## src/rtl/stream_filter_ctrl.sv

```systemverilog
// stream_filter_ctrl: frame-sequencing controller in front of stream_video_filter.
// Locks onto start-of-frame, forwards only frames that begin with a SOF, bounds every
// line to MAX_IMG_RES pixels (forcing tlast and dropping the tail), measures frame
// geometry and flags short/long lines to software.
//
// Ports:
//   clk, reset                  clock, asynchronous active-high reset
//   cfg_enable                  1 = forward frames (sampled on each accepted SOF)
//   s_axis_video_*              upstream AXI4-Stream video (tuser = SOF, tlast = EOL)
//   m_axis_video_*              downstream to the filter, one register slice
//   frame_width, frame_height   geometry of the last completed frame
//   frame_done                  one-cycle pulse when geometry updates
//   err_early_eol, err_late_eol sticky line-structure errors, cleared by err_clr
//   busy                        high while inside a frame (ACTIVE or TRUNC)
module stream_filter_ctrl #(
  parameter int unsigned MAX_IMG_RES = 1920,
  parameter int unsigned CNT_W       = 12
) (
  input  logic             clk,
  input  logic             reset,
  input  logic             cfg_enable,
  input  logic [23:0]      s_axis_video_tdata,
  input  logic             s_axis_video_tvalid,
  output logic             s_axis_video_tready,
  input  logic             s_axis_video_tuser,
  input  logic             s_axis_video_tlast,
  output logic [23:0]      m_axis_video_tdata,
  output logic             m_axis_video_tvalid,
  input  logic             m_axis_video_tready,
  output logic             m_axis_video_tuser,
  output logic             m_axis_video_tlast,
  output logic [CNT_W-1:0] frame_width,
  output logic [CNT_W-1:0] frame_height,
  output logic             frame_done,
  output logic             err_early_eol,
  output logic             err_late_eol,
  input  logic             err_clr,
  output logic             busy
);

  localparam logic [CNT_W-1:0] MaxRes = CNT_W'(MAX_IMG_RES);

  typedef enum logic [1:0] {StIdle, StSync, StActive, StTrunc} state_t;

  state_t           state_q, state_d;
  logic [CNT_W-1:0] col_q, col_d;
  logic [CNT_W-1:0] row_q, row_d;
  logic [CNT_W-1:0] width_q, width_d;

  logic             accept;
  logic             do_beat;
  logic [CNT_W-1:0] base_col;
  logic [CNT_W-1:0] base_row;
  logic [CNT_W-1:0] next_col;
  logic             fwd;
  logic             last_out;
  logic             set_early;
  logic             set_late;
  logic             done_d;

  // The slice can take a beat whenever it is empty or draining; held low in reset.
  assign s_axis_video_tready = !reset && (!m_axis_video_tvalid || m_axis_video_tready);
  assign accept = s_axis_video_tvalid && s_axis_video_tready;

  always_comb begin
    state_d   = state_q;
    col_d     = col_q;
    row_d     = row_q;
    width_d   = width_q;
    do_beat   = 1'b0;
    base_col  = col_q;
    base_row  = row_q;
    next_col  = '0;
    fwd       = 1'b0;
    last_out  = 1'b0;
    set_early = 1'b0;
    set_late  = 1'b0;
    done_d    = 1'b0;

    if (state_q == StIdle && cfg_enable) begin
      state_d = StSync;
    end

    if (accept) begin
      unique case (state_q)
        StIdle: begin
        end
        StSync: begin
          if (s_axis_video_tuser) begin
            if (cfg_enable) begin
              do_beat  = 1'b1;
              base_col = '0;
              base_row = '0;
            end else begin
              state_d = StIdle;
            end
          end
        end
        StActive, StTrunc: begin
          if (s_axis_video_tuser) begin
            // SOF closes the previous frame, even if it arrives mid-line.
            done_d = 1'b1;
            if (col_q != '0) set_early = 1'b1;
            if (cfg_enable) begin
              do_beat  = 1'b1;
              base_col = '0;
              base_row = '0;
            end else begin
              state_d = StIdle;
            end
          end else if (state_q == StTrunc) begin
            if (s_axis_video_tlast) begin
              state_d = StActive;
              col_d   = '0;
            end
          end else begin
            do_beat = 1'b1;
          end
        end
      endcase
    end

    if (do_beat) begin
      fwd      = 1'b1;
      next_col = base_col + 1'b1;
      if (s_axis_video_tlast) begin
        last_out = 1'b1;
        if (base_row == '0) begin
          width_d = next_col;
        end else if (next_col < width_q) begin
          set_early = 1'b1;
        end
        row_d   = base_row + 1'b1;
        col_d   = '0;
        state_d = StActive;
      end else if (next_col == MaxRes || (base_row != '0 && next_col == width_q)) begin
        // Cut the line here; the rest up to the real tlast is dropped in TRUNC.
        last_out = 1'b1;
        set_late = 1'b1;
        if (base_row == '0) width_d = next_col;
        row_d   = base_row + 1'b1;
        col_d   = '0;
        state_d = StTrunc;
      end else begin
        col_d   = next_col;
        row_d   = base_row;
        state_d = StActive;
      end
    end
  end

  always_ff @(posedge clk or posedge reset) begin
    if (reset) begin
      state_q             <= StIdle;
      col_q               <= '0;
      row_q               <= '0;
      width_q             <= '0;
      m_axis_video_tdata  <= '0;
      m_axis_video_tvalid <= 1'b0;
      m_axis_video_tuser  <= 1'b0;
      m_axis_video_tlast  <= 1'b0;
      frame_width         <= '0;
      frame_height        <= '0;
      frame_done          <= 1'b0;
      err_early_eol       <= 1'b0;
      err_late_eol        <= 1'b0;
      busy                <= 1'b0;
    end else begin
      state_q <= state_d;
      col_q   <= col_d;
      row_q   <= row_d;
      width_q <= width_d;
      if (s_axis_video_tready) begin
        m_axis_video_tvalid <= fwd;
      end
      if (fwd) begin
        m_axis_video_tdata <= s_axis_video_tdata;
        m_axis_video_tuser <= s_axis_video_tuser;
        m_axis_video_tlast <= last_out;
      end
      if (done_d) begin
        frame_width  <= width_q;
        frame_height <= row_q;
      end
      frame_done    <= done_d;
      // Clear has priority over a set in the same cycle.
      err_early_eol <= err_clr ? 1'b0 : (err_early_eol | set_early);
      err_late_eol  <= err_clr ? 1'b0 : (err_late_eol | set_late);
      busy          <= (state_d == StActive) || (state_d == StTrunc);
    end
  end

endmodule

```

## config.mk

```make
export PLATFORM = sky130hd
export DESIGN_NAME = stream_filter_ctrl
export DESIGN_NICKNAME = d
export VERILOG_FILES = /design/src/rtl/stream_filter_ctrl.sv
export SDC_FILE = /design/constraint.sdc
export NUM_CORES = 1
export LEC_CHECK = 0
export ABC_AREA = 1
export CORE_MARGIN = 10
export CORE_UTILIZATION = 50
export DETAILED_ROUTE_END_ITERATION = 7
export PLACE_DENSITY = 0.77
export SLEW_MARGIN = 20
export SYNTH_ARGS = -nofsm -noshare
export SYNTH_HDL_FRONTEND = slang
export SYNTH_SLANG_ARGS = --single-unit
export TNS_END_PERCENT = 100
```

## constraint.sdc

```tcl
create_clock -name clk -period 4.2 [get_ports clk]
set_clock_uncertainty 0.05 [all_clocks]
set_input_delay 0.63 -clock clk [delete_from_list [all_inputs] [get_ports clk]]
set_output_delay 0.63 -clock clk [all_outputs]
set_load 0.05 [all_outputs]
```

-- Yosys cells after proc, flatten, opt, wreduce, memory -nomap -nowiden
Cells that the tools add are included.
- flip-flop bits (word level): 93
- logic and storage cells: 106
- add/sub/neg operators: 2
- order comparisons: 1
- eq/ne operators: 8
- mux-type cells: 57
- bitwise gates (word level): 2
- reduce and logical (&&, ||, !) cells: 22
- operators by type and width (operator ; number):
    2-to-1 mux 12 bit ; 21
    2-to-1 mux 1 bit ; 26
    adder 12 x 1 -> 12 bit, second input constant ; 2
    nonzero test 12 bit ; 2
    2-to-1 mux 2 bit ; 8
    equality test 12 x 11 -> 1 bit, second input constant ; 1
    equality test 12 bit ; 1
    zero test 12 bit ; 1
    < comparator 12 bit ; 1
    nonzero test 2 bit ; 5
    equality test 2 bit, second input constant ; 4
    AND reduction 5 bit ; 1
    logical AND 1 bit ; 4
    one-hot mux 2 bit (2 select lines) ; 1
    logical OR 1 bit ; 3
    OR reduction 3 bit ; 1
    equality test 2 x 1 -> 1 bit, second input constant ; 1
    zero test 1 bit ; 2
    zero test 2 bit ; 1
    != test 2 x 1 -> 1 bit, second input constant ; 1
    OR 1 bit ; 2
    one-hot mux 1 bit (2 select lines) ; 1
    AND reduction 2 bit ; 1
    OR reduction 2 bit ; 1

-- Logic depth before layout (Yosys ltp)
Gate-level depths: netlist (run 1).
- word-level depth: 14
- gate-level depth with buffers: 22
- mapped depth without buffers: 20

-- Worst setup path after synthesis (run 1)
No wires, ideal clock.
- kind: input to register
- start: input port reset
- end: register width_q[2]
- setup time: 0.119 ns
- data arrival time: 5.469 ns
- data required time: 4.031 ns
- setup slack: -1.438 ns
- cell stages on the path: 19
- buffers on the path: 2
- cell sequence: inv_1 -> nand3_2 -> nor2_8 -> buf_6 -> nor2_1 -> ha_1 -> inv_1 -> nor2_1 -> o211ai_1 -> nand2_1 -> ha_1 -> nand4_1 -> nor4b_1 -> nand3_2 -> nand3_4 -> nand3_4 -> buf_6 -> nand2_1 -> o21ai_2
- longest elaborated chain between the ends: 10
- elaborated cells between the ends (all ways): 18
- those cells by class: 1 x add/sub; 2 x eq/ne; 6 x mux; 9 x reduce/logical
- ends and longest elaborated chain (element ; line ; source):
    start, declared ; 20 ; input logic reset,
    zero test 1 bit (no line) * ; -- ;
    logical AND 1 bit * ; 62 ; assign s_axis_video_tready = !reset && (!m_axis_video_tvalid || m_axis_video_tready);
    logical AND 1 bit * ; 63 ; assign accept = s_axis_video_tvalid && s_axis_video_tready;
    2-to-1 mux 12 bit ; 84 ; if (accept) begin
    adder 12 x 1 -> 12 bit ; 125 ; next_col = base_col + 1'b1;
    equality test 12 bit ; 136 ; end else if (next_col == MaxRes || (base_row != '0 && next_col == width_q)) begin
    logical AND 1 bit ; 136 ;
    logical OR 1 bit ; 136 ;
    nonzero test 2 bit (no line) ; -- ;
    AND reduction 2 bit (no line) ; -- ;
    end signal, assigned ; 172 ; width_q <= width_d;
    end, declared ; 48 ; logic [CNT_W-1:0] width_q, width_d;
Every way passes the cells marked *; elsewhere a longest branch is shown, timed or not. The select of a mux whose other input is x is not followed.
A chain may end at the register's enable or synchronous reset.

-- Worst setup path in the final report (run 1)
- start: input port reset
- end: register width_q[8]
The elaborated chain is that of the path after synthesis.

==> flow_summary.yaml, run 1 <==
sta:
  slew_viol_final: 0
  hold_viol: 0
  layout_min_cycle_time_ps: 3879
  fmax_ghz: 0.2578
  fin_hold_ws_ps: 432.8
  slew_headroom_pct: 38.70
  rsz0062_at_grt: "false"
  fin_crit_sh_pct: 92.35
  worst_pin_slew_ps: 913.4
  setup_viol: 0
synth:
  synth-edff-count: 0
  synth-seq-area-share_pct: 48.51
  syn_inst: 585
  syn_area_per_cell_um2: 8.200
  ys_warn_count: 0
  syn-num-nets: 632
  ys_async_sr_fraction_pct: 100.0
  yosys_register_bits: 93
  synth_cell_types: 36
  syn_area_um2: 4797
  synthFlopType: "dfrtp_1"
critical_path:
  end_kind: "flip-flop"
  crit_arrival_ps: 4090
  slowest_delay_ps: 560
  path_class: "in -> reg"
  cp_common_cell: "nand3_2"
  reg2reg_from: "state_q[0]"
  crit_path_top_delay_cell: "clkdlybuf4s50_1"
  reg2regPathDepth: 16
  critPathMaxFanout: 24
  cp-startpoint: "reset"
  start_kind: "input pin"
  crit_required_ps: 4410
  cp_cell_sequence: "clkdlybuf4s50_1 -> clkinvlp_4 -> nand3_2 -> nor2_8 -> nor2_2 -> ha_4 -> nand3_2 -> o21ai_1 -> nand2_1 -> ha_1 -> nand4_1 -> nor4b_2 -> nand3_2 -> nand3_4 -> nand3_4 -> nand2_1 -> o21ai_2"
hold_path:
  hold_path_class: "reg -> reg"
  hold_start: "frame_width[0]"
  min_delay_path_depth: 2
clock_network:
  cts.sinks: 93
  cts.path.max_buffers: 2
  cts_hold_buf: 0
  root_buffer: "clkbuf_8"
  post_cts_buffers: 0
  cts_resized: 0
  clkTransAtPathRegs_ps: 100
  cts_tree: "yes"
  clkLatencyLatePin_ps: 380
  cts_max_level: 3
  cts-buffers-inserted: 9
layout:
  fillers: 813
  mostFrequentLayoutCells: "nand2_1, dfrtp_1, clkdlybuf4s50_1, inv_1"
  final_common_cell: "nand2_1"
  final_cell_count_no_fill: 805
  layout-drive-gt1-share_pct: 12.43
  nNetsFinal: 718
  antenna_cells: 0
  syn_to_final_growth_pct: 25.25
  fin_area_um2: 6008
pwr:
  p_sw_share_pct: 48.59
  irDropWorstVdd_v: 0.0005959
  p_int_mw: 2.115
  clock_power_share_pct: 14.1
  pwr-share-seq_pct: 33.3
  switchingPower_mw: 1.999
  powerDensity_nw_per_um2: 684.7
  p_comb_share_pct: 52.6
  power.leakage_nw: 2.945
placed_design:
  place.gp.congestion: 0.8739
  placed_area_um2: 5822
  hpwl_um: 9013
  io_buffers: 87
  dp_cells: 789
floorplan:
  start_util_pct: 51.67
  ioPinCount: 88
  dieArea_um2: 13910
  die_w_um: 118.0
  row_count: 35
  die_y_um: 118.0
  fp.coreArea_um2: 9284
routing:
  firstDrtPassIters: 4
  antenna_left: 0
  via_per_inst: 5.060
  wl_per_cell_um: 14.71
  drtIter0Drc: 248
  drcViolationCount: 0
  vias: 4073
  wl_um: 11840
flow_run:
  max-cap-violations: 0
run_status:
  status: "completed"
global_routing:
  grt_antenna_before_repair: 0
  grt_pass1_wl_um: 20070
  grt_max_degree: 51
  grt-ovfl-total: 0
  first_global_vias: 4140
  grt.total_usage_pct: 17.12
[final timing paths]
check | end | slack (ps)
max reg2reg | width_q[8] | 670
max | width_q[8] | 320
max in group asynchronous | row_q[0] | 2250
min reg2reg | frame_width[0] | 430
min in group asynchronous | m_axis_video_tvalid | 820
min | frame_width[0] | 430
[final cells by class]
| class | count | area, um2 | share of cell area (%) |
|---|---|---|---|
| Clock buffer | 9 | 123.9 | 2.062 |
| Clock inverter | 7 | 62.56 | 1.041 |
| Inverter | 89 | 337.8 | 5.623 |
| Multi-Input combinational cell | 383 | 2064 | 34.36 |
| Sequential cell | 93 | 2327 | 38.73 |
| Tap cell | 129 | 161.4 | 2.686 |
| Timing Repair Buffer | 95 | 930.9 | 15.49 |
[per-layer routing]
metal / up-vias / track usage, % / share of wire [%]
li1: 2028 / - / -
met5: - / 0 / 0
met3: 13 / 8.729 / 11
met1: 1916 / 20.83 / 45
met2: 116 / 26.43 / 43
met4: 0 / 3.864 / 1.1
[state kept, by name, indices dropped and copies added (netlist names), 2 cells and up]
register            flops
width_q                12
m_axis_video_tdata     24
frame_width            12
frame_height           12
row_q                  12
state_q                 2
col_q                  12
[metrics by stage]
stage	TNS, ps	total power, mW	setup WS (ps)	util [%]
3_3_place_gp	0	3.511	44.87	62.71
3_5_place_dp	-357.5	3.550	-59.08	62.71
4_1_cts	0	4.141	324.7	64.72
2_1_floorplan	-20500	2.859	-606.1	-
6_report	0	4.114	321.2	64.72
5_1_grt	0	4.386	48.55	64.72
[critical path, delay by kind of cell]
| kind | cells | cell delay [ps] |
|---|---|---|
| and+or+nand+nor | 11 | 2030 |
| adders and majority gates | 2 | 500 |
| buffers and inverters | 2 | 690 |
| AOI/OAI and AO/OA | 2 | 220 |
[Yosys cell counts (2+ instances only)]
cell	count	area [um2]
nand2_1	184	690.7
dfrtp_1	93	2327
inv_1	87	326.6
nand3_1	30	150.1
o21ai_0	30	150.1
nor2_1	24	90.09
nand4_1	17	106.4
ha_1	15	187.7
nand2_2	13	81.33
clkbuf_1	12	45.04
o21ai_2	12	105.1
o22ai_1	10	62.56
a21oi_1	9	45.04
nor2_2	7	43.79
nor3_1	6	30.03
buf_6	5	56.30
nand3_2	4	40.04
nor2_4	4	45.04
nand3_4	3	52.55
nor4_1	3	18.77
nor3_2	2	20.02
[cells by family (layout without fill, tap and decap cells)]
kind of cell	Yosys count	after routing	share of synthesized area, %
simple gates	300	300	29.37
compound gates	67	67	8.607
buf+inv	109	200	9.415
flops	93	93	48.51
fa+ha+maj	15	15	3.912
xor+xnor	1	1	0.1826
[power groups by stage]
stage	combinational, mW	sequential [mW]	clock (mW)
2_1_floorplan	0.850	2.01	0
3_3_place_gp	2.14	1.37	0
3_5_place_dp	2.17	1.38	0
4_1_cts	2.18	1.37	0.592
5_1_grt	2.35	1.40	0.632
6_report	2.16	1.37	0.580
Power figures use the tool's default switching activity.
==> run 2: changes to the inputs <==
--- a/config.mk
+++ b/config.mk
@@ -7,11 +7,10 @@
 export LEC_CHECK = 0
 export ABC_AREA = 1
 export CORE_MARGIN = 10
-export CORE_UTILIZATION = 50
+export CORE_UTILIZATION = 35
 export DETAILED_ROUTE_END_ITERATION = 7
-export PLACE_DENSITY = 0.77
 export SLEW_MARGIN = 20
 export SYNTH_ARGS = -nofsm -noshare
 export SYNTH_HDL_FRONTEND = slang
 export SYNTH_SLANG_ARGS = --single-unit
-export TNS_END_PERCENT = 100
+export TNS_END_PERCENT = 1
==> run 2 against run 1 <==
Total power up 4.2%. Non-clock buffer count up 1. Cell count up 6.0%. Worst hold slack worse by 6.2 ps. Register-to-register slack better by 70 ps. Combinational power about the same. Via count down 1.2%. Critical endpoint is now width_q[7].
==> flow_summary.yaml, run 2 (synthesis gave the netlist of run 1 again) <==
critical_path:
  slowest_delay_ps: 480
  cp_cell_sequence: "clkdlybuf4s50_1 -> clkinvlp_4 -> nand3_2 -> nor2_8 -> nor2_4 -> ha_4 -> inv_2 -> nor2_2 -> o211ai_1 -> nand2_1 -> ha_1 -> nand4_1 -> nor4b_2 -> nand3_2 -> nand3_4 -> nand3_4 -> nand2_1 -> o21ai_2"
  crit_path_top_delay_cell: "clkdlybuf4s50_1"
  path_class: "in -> reg"
  crit_required_ps: 4370
  crit_arrival_ps: 4010
  r2r_slack_ps: 740
  end_kind: "flip-flop"
  start_kind: "input pin"
  critPathMaxFanout: 24
hold_path:
  hold_path_class: "reg -> reg"
routing:
  antenna_left: 0
  wl_um: 12370
  firstDrtPassIters: 4
  drcViolationCount: 0
  drtIter0Drc: 267
  vias: 4025
  via_per_inst: 4.719
  wl_per_cell_um: 14.50
clock_network:
  cts.path.max_buffers: 2
  cts-buffers-inserted: 9
  cts_hold_buf: 0
  cts.sinks: 93
  clkLatencyLatePin_ps: 340
  cts_max_level: 3
  cts_tree: "yes"
  clkTransAtPathRegs_ps: 60
  cts_resized: 0
  post_cts_buffers: 0
  root_buffer: "clkbuf_16"
layout:
  final_cell_count_no_fill: 853
  mostFrequentLayoutCells: "nand2_1, dfrtp_1, clkdlybuf4s50_1, inv_1"
  nNetsFinal: 719
  layout-drive-gt1-share_pct: 11.82
  antenna_cells: 0
  syn_to_final_growth_pct: 28.33
  top_register: "m_axis_video_tdata"
  final_common_cell: "nand2_1"
  fillers: 1325
  largest_reg_flops: 24
sta:
  fin_crit_sh_pct: 91.44
  hold_viol: 0
  layout_min_cycle_time_ps: 3840
  worst_pin_slew_ps: 868.2
  tns_ps: 0
  slew_headroom_pct: 42.12
  setup_viol: 0
  fmax_ghz: 0.2604
  rsz0062_at_grt: "false"
  slew_viol_final: 0
global_routing:
  grt-ovfl-total: 0
  grt_pass1_wl_um: 20770
  grt_max_degree: 68
  first_global_vias: 4164
  grt.total_usage_pct: 13.78
  grt_antenna_before_repair: 0
floorplan:
  die_w_um: 137.1
  fp.coreArea_um2: 13350
  dieArea_um2: 18790
  row_count: 42
  die_y_um: 137.1
  ioPinCount: 88
  start_util_pct: 35.94
placed_design:
  io_buffers: 87
  hpwl_um: 9243
  place.gp.congestion: 0.8863
  dp_cells: 837
pwr:
  irDropWorstVdd_v: 0.0004704
  powerDensity_nw_per_um2: 696.6
  power.leakage_nw: 2.985
  finalPower_mw: 4.288
flow_run:
  max-cap-violations: 0
run_status:
  status: "completed"
==> run 2: metal layers <==
| layer | vias up | global-route usage, % | wire length [um] |
|---|---|---|---|
| met5 | - | 0 | 0 |
| met4 | 0 | 3.279 | 112 |
| met3 | 9 | 7.588 | 1356 |
| met2 | 106 | 21.12 | 5423 |
| met1 | 1874 | 16.51 | 5471 |
| li1 | 2036 | - | - |
==> run 2: worst paths after layout <==
kind                                        from               endpoint  cells after the start
hold reg to reg            m_axis_video_tdata[6]  m_axis_video_tdata[6]                      2
min in group asynchronous                  reset    m_axis_video_tvalid                      3
max in group asynchronous                  reset        frame_height[9]                      4
setup reg to reg             m_axis_video_tvalid             width_q[7]                     17
setup / recovery                           reset             width_q[7]                     18
hold / removal             m_axis_video_tdata[6]  m_axis_video_tdata[6]                      2
==> run 2: metrics by stage <==
step / cell area, um2 / worst slack (ps) / hold WS (ps) / util (%)
final: 6156 / 359.6 / 426.6 / 46.12
after global routing: 6156 / 94.71 / 451.5 / 46.12
after CTS: 6156 / 362.6 / 431.6 / 46.12
after detailed placement: 5883 / 20.50 / 413.6 / 44.08
after global placement: 5883 / 104.9 / 410.6 / 44.08
after floorplan: 4846 / -606.1 / 399.1 / -
==> run 2: layout make-up <==
cell class | count | area, um2 | share of cell area [%]
clock inverters | 1 | 5.005 | 0.08130
repair buffers | 96 | 938.4 | 15.24
clock buffers | 15 | 267.8 | 4.350
inverters | 89 | 337.8 | 5.488
flip-flops and latches | 93 | 2327 | 37.80
multi-input cells | 383 | 2059 | 33.46
well taps | 176 | 220.2 | 3.577
==> run 2: report_power, final <==
part           switching (mW)  internal [mW]  leakage (nW)  total (mW)
clock network           0.325          0.434         0.134       0.759
registers               0.181           1.18          1.23        1.36
logic                    1.46          0.706          1.63        2.17
total                    1.97           2.32          2.99        4.29
==> run 2: critical path, delay by kind of cell <==
family / cells / cell delay, ps
buf+inv: 3 / 650
simple gates: 11 / 2030
compound gates: 2 / 150
fa+ha+maj: 2 / 520
==> run 3: changes to the inputs <==
--- a/config.mk
+++ b/config.mk
@@ -9,6 +9,7 @@
 export CORE_MARGIN = 10
 export CORE_UTILIZATION = 35
 export DETAILED_ROUTE_END_ITERATION = 7
+export MAX_ROUTING_LAYER = met4
 export SLEW_MARGIN = 20
 export SYNTH_ARGS = -nofsm -noshare
 export SYNTH_HDL_FRONTEND = slang
==> run 3 against run 2 <==
Core utilization rose by 0.066 points. Highest routed layer unchanged. Critical path type unchanged. Critical path depth did not move. Largest power group unchanged. Flip-flop and latch count is the same. Register-to-register slack better by 20 ps.
==> flow_summary.yaml, run 3 (synthesis gave the netlist of run 1 again) <==
global_routing:
  busiest_layer: "met2"
  first_global_vias: 4167
  grt_pass1_wl_um: 20510
  grt-ovfl-total: 0
  grt_antenna_before_repair: 0
  gr-usage-met2_pct: 19.81
  grtUsageMet1_pct: 17.37
  grt.total_usage_pct: 14.08
  grt_max_degree: 68
  use_met3_pct: 6.452
placed_design:
  place.gp.congestion: 0.9016
  io_buffers: 87
  placed_area_um2: 5883
  hpwl_um: 9046
clock_network:
  cts_max_level: 3
  root_buffer: "clkbuf_16"
  post_cts_buffers: 0
  cts-buffers-inserted: 9
  clkLatencyLatePin_ps: 350
  cts_hold_buf: 0
  cts.sinks: 93
  cts.path.max_buffers: 2
  clkTransAtPathRegs_ps: 60
  cts_tree: "yes"
  cts_resized: 0
floorplan:
  start_util_pct: 35.94
  row_count: 42
  dieArea_um2: 18790
  fp.coreArea_um2: 13350
  die_w_um: 137.1
  die_y_um: 137.1
  ioPinCount: 88
routing:
  vias: 4049
  via_per_inst: 4.758
  antenna_left: 0
  drtIter0Drc: 259
  wl_um: 12370
  drcViolationCount: 0
  wl_per_cell_um: 14.54
  firstDrtPassIters: 4
critical_path:
  end_kind: "flip-flop"
  path_class: "in -> reg"
  crit_required_ps: 4370
  critPathMaxFanout: 24
  crit_arrival_ps: 4000
  start_kind: "input pin"
layout:
  top_register: "m_axis_video_tdata"
  antenna_cells: 0
  layout-drive-gt1-share_pct: 11.85
  mostFrequentLayoutCells: "nand2_1, dfrtp_1, clkdlybuf4s50_1, inv_1"
  fin_util_pct: 46.18
  fin_area_um2: 6165
  largest_reg_flops: 24
  syn_to_final_growth_pct: 28.51
  fillers: 1306
  final_common_cell: "nand2_1"
  nNetsFinal: 719
sta:
  hold_viol: 0
  slew_viol_final: 0
  setup_viol: 0
  worst_pin_slew_ps: 871.7
  rsz0062_at_grt: "false"
  fin_hold_ws_ps: 425.7
  slew_headroom_pct: 41.89
  fmax_ghz: 0.2617
  fin_crit_sh_pct: 90.99
  layout_min_cycle_time_ps: 3821
flow_run:
  max-cap-violations: 0
pwr:
  irDropWorstVdd_v: 0.0004660
  finalPower_mw: 4.340
  power.leakage_nw: 2.990
  powerDensity_nw_per_um2: 704.0
run_status:
  status: "completed"
hold_path:
  hold_path_class: "reg -> reg"
-- run 3: changes by cell type in the layout (fill, tap and decap cells not counted) --
cell and change:
clkbuf_8 -1, bufinv_16 +1, clkbuf_1 -2
-- run 3: per-stage QoR --
stage	setup TNS, ps	cells	worst slack, ps
2_1_floorplan	-20840	585	-606.1
3_3_place_gp	0	837	93.64
3_5_place_dp	0	837	23.76
4_1_cts	0	851	373.8
5_1_grt	0	851	25.86
6_report	0	851	378.5
-- run 3: power by group --
part | switching, mW | total [mW] | internal, mW
registers | 0.180 | 1.36 | 1.18
logic | 1.46 | 2.17 | 0.708
clock network | 0.339 | 0.809 | 0.471
total | 1.98 | 4.34 | 2.36
-- run 3: worst paths after layout --
kind / startpoint / slack, ps / depth (start not counted) / to
worst max-delay path: reset / 380 / 18 / width_q[7]
worst min-delay path: m_axis_video_tdata[17] / 430 / 2 / m_axis_video_tdata[17]
worst max register to register: m_axis_video_tvalid / 760 / 17 / width_q[7]
worst min register to register: m_axis_video_tdata[17] / 430 / 2 / m_axis_video_tdata[17]
max in group asynchronous: reset / 2160 / 4 / frame_height[11]
min in group asynchronous: reset / 750 / 3 / busy
-- run 3: worst max-delay path, cell delays in order --
cell and delay, ps:
clkdlybuf4s50_1 480, clkinvlp_4 110, nand3_2 150, nor2_8 370, nor2_4 110, ha_4 200, inv_2 60, nor2_2 40
o211ai_1 80, nand2_1 130, ha_1 320, nand4_1 120, nor4b_2 310, nand3_2 170, nand3_4 110, nand3_4 310
nand2_1 210, o21ai_2 70
-- run 3: layout make-up --
type	count	area, um2	share of cell area (%)
tap	176	220.2	3.572
sequential	93	2327	37.75
multi-input combinational	383	2059	33.41
inverter	89	337.8	5.480
timing repair buffer	96	938.4	15.22
clock inverter	2	35.03	0.5683
clock buffer	12	246.5	3.998
-- run 3: layer usage --
metal	share of wire, %	up-vias
met4	1.6	0
met3	9.1	13
met2	42	121
li1	-	2034
met1	47	1881
met5	0	-
